**src/rtl/adc_sample_read.sv**
```systemverilog
// adc_sample_read: SPI master for a 2-channel 12-bit serial ADC.
// Each sequence sends one dummy frame to load the channel select. It then
// takes 2^num_log2 conversions spaced by `interval` us and reports each
// sample, the running sum and the average.
// Optional macro ADC_CHK_EN: compares the received channel-ID bit against
// the latched channel and raises a sticky err flag on mismatch.
module adc_sample_read #(
  parameter int CNT_1US   = 50,
  parameter int SCK_DIV   = 2,
  parameter int QUIET_CYC = 4
) (
  input  logic        clk,
  input  logic        rst_n,
  input  logic        start,
  input  logic        chan,
  input  logic [2:0]  num_log2,
  input  logic [15:0] interval,
  output logic        cs_n,
  output logic        sck,
  output logic        sdi,
  input  logic        sdo,
  output logic [11:0] sample,
  output logic        sample_vld,
  output logic [18:0] sum,
  output logic [11:0] avg,
  output logic        busy,
  output logic        done,
  output logic        err
);

  typedef enum logic [2:0] {IDLE, DUMMY, QUIET, CONV, WAIT, FINISH} state_t;

  localparam logic [3:0]  HLIM = 4'(SCK_DIV - 1);
  localparam logic [7:0]  QLIM = 8'(QUIET_CYC - 1);
  localparam logic [15:0] ULIM = 16'(CNT_1US - 1);

  state_t      state;
  logic        chan_l, dsent;
  logic [2:0]  nl;
  logic [15:0] intv;
  logic [7:0]  cnt;
  logic [3:0]  hcnt;
  logic [4:0]  edges;
  logic [11:0] sreg;
  logic [7:0]  qcnt;
  logic [15:0] udiv, ucnt;
  logic [16:0] ucnt_n;
  logic        qok, iv_ok, launch, conv_launch;
  logic [18:0] avg_full;
  logic [7:0]  tgt;

  // qcnt counts cycles since cs_n rose, so QLIM means the next fall lands
  // exactly QUIET_CYC cycles after the rise.
  assign qok    = qcnt >= QLIM;
  // Count the tick that happens on this edge so the fall lands on the tick.
  assign ucnt_n = {1'b0, ucnt} + 17'(udiv == ULIM);
  assign iv_ok  = ucnt_n >= {1'b0, intv};
  assign launch = ((state == DUMMY && !dsent) || state == QUIET ||
                   (state == WAIT && iv_ok)) && qok;
  assign conv_launch = launch && (state != DUMMY);
  assign avg_full = sum >> nl;
  assign tgt      = 8'd1 << nl;

`ifdef ADC_CHK_EN
  logic id_bit;
`else
  assign err = 1'b0;
`endif

  // Frame engine: cs_n/sck/sdi generation, sdo capture and quiet-gap counter.
  always_ff @(posedge clk or negedge rst_n) begin
    if (!rst_n) begin
      cs_n  <= 1'b1;
      sck   <= 1'b1;
      sdi   <= 1'b0;
      hcnt  <= '0;
      edges <= '0;
      sreg  <= '0;
      qcnt  <= '0;
`ifdef ADC_CHK_EN
      id_bit <= 1'b0;
`endif
    end else if (launch) begin
      // sck stays high for the first cycle, then runs full low/high halves.
      cs_n  <= 1'b0;
      sck   <= 1'b1;
      sdi   <= chan_l;
      hcnt  <= HLIM;
      edges <= '0;
    end else if (!cs_n) begin
      if (hcnt == HLIM) begin
        hcnt <= '0;
        if (sck && edges == 5'd16) begin
          cs_n <= 1'b1;
          sdi  <= 1'b0;
          qcnt <= '0;
        end else begin
          sck <= ~sck;
          if (!sck) begin
            edges <= edges + 5'd1;
            sreg  <= {sreg[10:0], sdo};
`ifdef ADC_CHK_EN
            // Third rising edge carries word bit 13, the channel ID.
            if (edges == 5'd2) id_bit <= sdo;
`endif
          end else if (edges != 5'd0) begin
            // Control word is {chan, 15'b0}: after bit 15 only zeros follow.
            sdi <= 1'b0;
          end
        end
      end else begin
        hcnt <= hcnt + 4'd1;
      end
    end else if (qcnt != 8'hff) begin
      qcnt <= qcnt + 8'd1;
    end
  end

  // Interval timer: 1 us divider and us counter, restarted on each CONV fall.
  always_ff @(posedge clk or negedge rst_n) begin
    if (!rst_n) begin
      udiv <= '0;
      ucnt <= '0;
    end else if (conv_launch) begin
      udiv <= '0;
      ucnt <= '0;
    end else if (udiv == ULIM) begin
      udiv <= '0;
      if (ucnt != 16'hffff) ucnt <= ucnt + 16'd1;
    end else begin
      udiv <= udiv + 16'd1;
    end
  end

  // Sequencer FSM with registered status outputs.
  always_ff @(posedge clk or negedge rst_n) begin
    if (!rst_n) begin
      state      <= IDLE;
      busy       <= 1'b0;
      done       <= 1'b0;
      sample_vld <= 1'b0;
      sample     <= '0;
      sum        <= '0;
      avg        <= '0;
      chan_l     <= 1'b0;
      nl         <= '0;
      intv       <= '0;
      cnt        <= '0;
      dsent      <= 1'b0;
`ifdef ADC_CHK_EN
      err        <= 1'b0;
`endif
    end else begin
      done       <= 1'b0;
      sample_vld <= 1'b0;
      case (state)
        IDLE: if (start && !busy && !done) begin
          chan_l <= chan;
          nl     <= num_log2;
          intv   <= interval;
          sum    <= '0;
          cnt    <= '0;
          dsent  <= 1'b0;
          busy   <= 1'b1;
          state  <= DUMMY;
`ifdef ADC_CHK_EN
          err    <= 1'b0;
`endif
        end
        // The dummy frame itself waits for the quiet gap after a prior frame.
        DUMMY: if (launch) dsent <= 1'b1;
               else if (dsent && cs_n) state <= QUIET;
        QUIET: if (launch) state <= CONV;
        CONV: if (cs_n) begin
          sample     <= sreg;
          sample_vld <= 1'b1;
          sum        <= sum + {7'b0, sreg};
          cnt        <= cnt + 8'd1;
          state      <= (cnt + 8'd1 == tgt) ? FINISH : WAIT;
`ifdef ADC_CHK_EN
          if (id_bit != chan_l) err <= 1'b1;
`endif
        end
        WAIT: if (launch) state <= CONV;
        FINISH: begin
          avg   <= avg_full[11:0];
          done  <= 1'b1;
          busy  <= 1'b0;
          state <= IDLE;
        end
        default: state <= IDLE;
      endcase
    end
  end

endmodule

```
**config.mk**
```make
export PLATFORM = sky130hd
export DESIGN_NAME = adc_sample_read
export DESIGN_NICKNAME = d
export VERILOG_FILES = /design/src/rtl/adc_sample_read.sv
export SDC_FILE = /design/constraint.sdc
export NUM_CORES = 1
export LEC_CHECK = 0
export CORE_MARGIN = 2
export CORE_UTILIZATION = 50
export CTS_CLUSTER_SIZE = 8
export DETAILED_ROUTE_END_ITERATION = 16
export PLACE_DENSITY_LB_ADDON = 0.1
export RECOVER_POWER = 50
export SLEW_MARGIN = 20
export SYNTH_ARGS = -nofsm -noshare
export SYNTH_HDL_FRONTEND = slang
export SYNTH_SLANG_ARGS = --single-unit
```
**constraint.sdc**
```tcl
create_clock -name clk -period 4.6 [get_ports clk]
set_input_delay 0.92 -clock clk [delete_from_list [all_inputs] [get_ports clk]]
set_output_delay 0.92 -clock clk [all_outputs]
set_load 0.05 [all_outputs]
```
==> results_dict.tcl <==
set metrics [dict create \
    path_delay_family "simple AND/OR/NAND/NOR gates" \
    start_util_pct 51.2 \
    fin_area_um2 9580 \
    async_reset_ff_share_pct 100 \
    tritoncts "yes" \
    clock_sinks 142 \
    violations "capacitance limit, slew limit" \
    cts-root-buf "clkbuf_16" \
    synth_area_um2 8140 \
    startpoint_type "register" \
    ys_warn_count 0 \
    wl_per_cell_um 15.5 \
    cap_violations 2 \
    grt_max_degree 67 \
    hp-start "avg[8]" \
    max_stage_delay_ns 0.48 \
    setup_viol 0 \
    cts.clk_slew.worst_paths_ns 0.06 \
    core_area_um2 15900 \
    dpl_cell_area_um2 9000 \
    die_width_um 132 \
    netlist_instances 872 \
    internal-power_w 0.00210 \
    endpoint_kind "register" \
    antenna_found_initial 0 \
    num_rows 46 \
    crit_type "register to register" \
    io-pin-count 74 \
    gp_congestion 0.865 \
    period_needed_ns 4.21 \
    die_area_um2 17300 \
    slowest_stage "or3_1" \
    p_switching_w 0.000623 \
    nets 992 \
    reg2reg_from "udiv[13]" \
    area_growth_pct 17.7 \
    drive_gt1_share_pct 7.02 \
    antenna_cells 0 \
    post_drt_via_cell_ratio 5.58 \
    synth_most_common_cell "dfrtp_1" \
    min_path_type "register to register" \
    synth.area.top_cells "dfrtp_1 (43%), ha_1 (6.2%), nand2_1 (6.0%)" \
    p_sw_share_pct 22.9 \
    pwr-share-seq_pct 46.2 \
    worst_slew_margin_rel_pct -129 \
    antenna_left 0 \
    peakVddDrop_mv 0.239 \
    fin_util_pct 60.3 \
    crit_path_start "udiv[13]" \
    status "finished, violations left" \
    syn-mean-instance-area_um2 9.33 \
    synth_top_area_cell "dfrtp_1" \
    grt_use_total_pct 21.5 \
    ys_seq_area_share_pct 43.7 \
    worst_slew_pin_slew_ns 3.44 \
    drtPass1Iterations 4 \
    synth_cell_types 65 \
    h-tree-depth 4 \
    cp_common_cell "ha_1" \
    fillers 1387 \
    total_leakage_power_nw 4.13 \
    fmaxAchievable_mhz 237 \
    period_share_pct 91.6 \
    vias 6448 \
    fin_skew_ns 0.00619 \
    hold_viol 0 \
    clock_path_buffers 2 \
    fin_setup_tns_ns 0 \
    ys_ff_latch 142 \
    grt_pass1_vias 6573 \
    routed_wl_um 17900 \
    power.share.clock_pct 50.4 \
    cts-buffers-inserted 17 \
    hpwl_um 13000 \
    cp_max_fo 11 \
    crit_required_ns 4.90 \
    drc 0 \
    post_cts_buffers 0 \
    critical_path.cell_chain "nor4bb_1, and4_1, ha_1, ha_1, and2_1, xor2_1, ha_1, and3_1, o21ai_0, o21ai_0, o41ai_2, a211oi_2, or3_1, o41ai_1" \
    crit_buf_inv 0 \
    die_h_um 132 \
    rsz0062_at_grt "false" \
    port_buffers 72 \
    grt_pass1_wl_um 30700 \
    drt_iter0_markers 241 \
    crit_arrival_ns 4.51 \
    synth_commonest_cells "dfrtp_1 (140), nand2_1 (130), nor2_1 (76), o21ai_0 (76), nand3_1 (48)" \
    comb_power_share_pct 3.4 \
    drv_slew 114 \
    synth_nets 937 \
    holdWs_ns 0.475 \
    yosysTopAreaCellShare_pct 43.1 \
    overflow 0 \
    cellPowerDensity_nw_per_um2 285 \
    synth_ff_type "dfrtp_1" \
    insertion_delay_ns 0.42 \
    synth_edf_count 0 \
]
placed cells by master, fill, tap and decap left out, types with 4 or more instances in the layout:
| cell type | netlist | layout |
|---|---|---|
| dfrtp_1 | 140 | 139 |
| nand2_1 | 130 | 130 |
| nor2_1 | 76 | 76 |
| o21ai_0 | 76 | 76 |
| clkdlybuf4s50_1 | 0 | 70 |
| nand3_1 | 48 | 48 |
| ha_1 | 40 | 40 |
| xor2_1 | 33 | 33 |
| mux2i_1 | 31 | 31 |
| xnor2_1 | 29 | 29 |
| inv_1 | 29 | 29 |
| a21oi_1 | 21 | 21 |
| clkbuf_16 | 0 | 17 |
| mux2_2 | 13 | 13 |
| and2_1 | 12 | 12 |
| nor3_1 | 11 | 11 |
| and3_1 | 10 | 10 |
| nand4_1 | 9 | 9 |
| a211oi_1 | 9 | 8 |
| o211ai_1 | 8 | 8 |
| o31ai_1 | 8 | 8 |
| nor4_1 | 6 | 6 |
| mux4_2 | 6 | 6 |
| o41ai_1 | 6 | 6 |
| and4_1 | 5 | 5 |
| nor2b_1 | 5 | 5 |
| nand2b_1 | 5 | 5 |
| a21o_1 | 5 | 5 |
| or3_1 | 5 | 5 |
| buf_4 | 5 | 5 |
| nor3b_1 | 4 | 4 |
| a2111oi_0 | 4 | 4 |
| or4_1 | 4 | 4 |
| o21a_1 | 4 | 4 |
| clkinv_4 | 0 | 4 |
| clkbuf_1 | 26 | 4 |
registers in the layout, summed over array words and instances, names as in the netlist:
register    count
sdi             1
sum            19
intv           16
sample_vld      1
sck             1
state           3
qcnt            8
chan_l          1
avg            12
ucnt           16
busy            1
sample         12
sreg           12
udiv           16
cs_n            1
done            1
dsent           1
edges           5
hcnt            4
nl              3
cnt             8
area by class of cell:
cell class / count / area, um2 / area share (%)
clock buffers: 18 / 429 / 4.48
clock inverters: 14 / 160 / 1.67
inverters: 31 / 116 / 1.21
multi-input cells: 655 / 4280 / 44.7
flip-flops and latches: 142 / 3560 / 37.1
well taps: 216 / 270 / 2.82
repair buffers: 80 / 767 / 8.01
cells by family after synthesis:
family / count (synthesis) / share of synthesized area (%)
adders and majority gates: 42 / 6.52
xor gates and xnor gates: 62 / 6.67
other: 1 / 0.0461
AOI/OAI and AO/OA: 161 / 12.5
buffers and inverters: 75 / 3.89
muxes: 50 / 7.27
and+or+nand+nor: 339 / 19.4
DFF: 142 / 43.7
final timing paths:
path | endpoint | slack (ns) | depth (start not counted)
setup / recovery | qcnt[5] | 0.39 | 14
min in group asynchronous | avg[4] | 1.64 | 1
hold reg to reg | avg[8] | 0.48 | 2
max in group asynchronous | cs_n | 0.80 | 2
hold / removal | avg[8] | 0.48 | 2
setup reg to reg | qcnt[5] | 0.39 | 14
through the flow:
| stage | std cells | total power [W] | worst slack [ns] |
|---|---|---|---|
| after CTS | 1156 | 0.00276 | 0.0284 |
| after floorplan | 872 | 0.00132 | 0.902 |
| after global placement | 1124 | 0.00138 | 0.261 |
| after detailed placement | 1124 | 0.00138 | 0.0771 |
| final | 1156 | 0.00273 | 0.385 |
| after global routing | 1156 | 0.00283 | 0.0410 |
routing by layer:
layer | vias to the layer above | track usage, % | wire, um
li1 | 3161 | - | -
met2 | 117 | 38.6 | 9340
met4 | 0 | 8.33 | 329
met1 | 3146 | 25.7 | 7680
met5 | - | 0 | 0
met3 | 24 | 3.86 | 527
timing repair:
| item | CTS | global route |
|---|---|---|
| hold buffers | 0 | 0 |
| resized for setup | 0 | 2 |
| setup endpoints to repair | 0 | 12 |
power groups by stage:
stage	registers, W	clock network, W	logic, W
2_1_floorplan	0.00128	0	0.0000415
3_3_place_gp	0.00128	0	0.0000922
3_5_place_dp	0.00128	0	0.0000951
4_1_cts	0.00126	0.00141	0.0000960
5_1_grt	0.00126	0.00147	0.000105
6_report	0.00126	0.00137	0.0000923
worst register-to-register path: stages (launching register included):
cell and delay, ns:
dfrtp_1 0.40, nor4bb_1 0.33, and4_1 0.33, ha_1 0.18, ha_1 0.20, and2_1 0.26
xor2_1 0.20, ha_1 0.27, and3_1 0.19, o21ai_0 0.08, o21ai_0 0.14, o41ai_2 0.46
a211oi_2 0.30, or3_1 0.48, o41ai_1 0.29
Note: power is estimated with default switching activity, not from simulation.
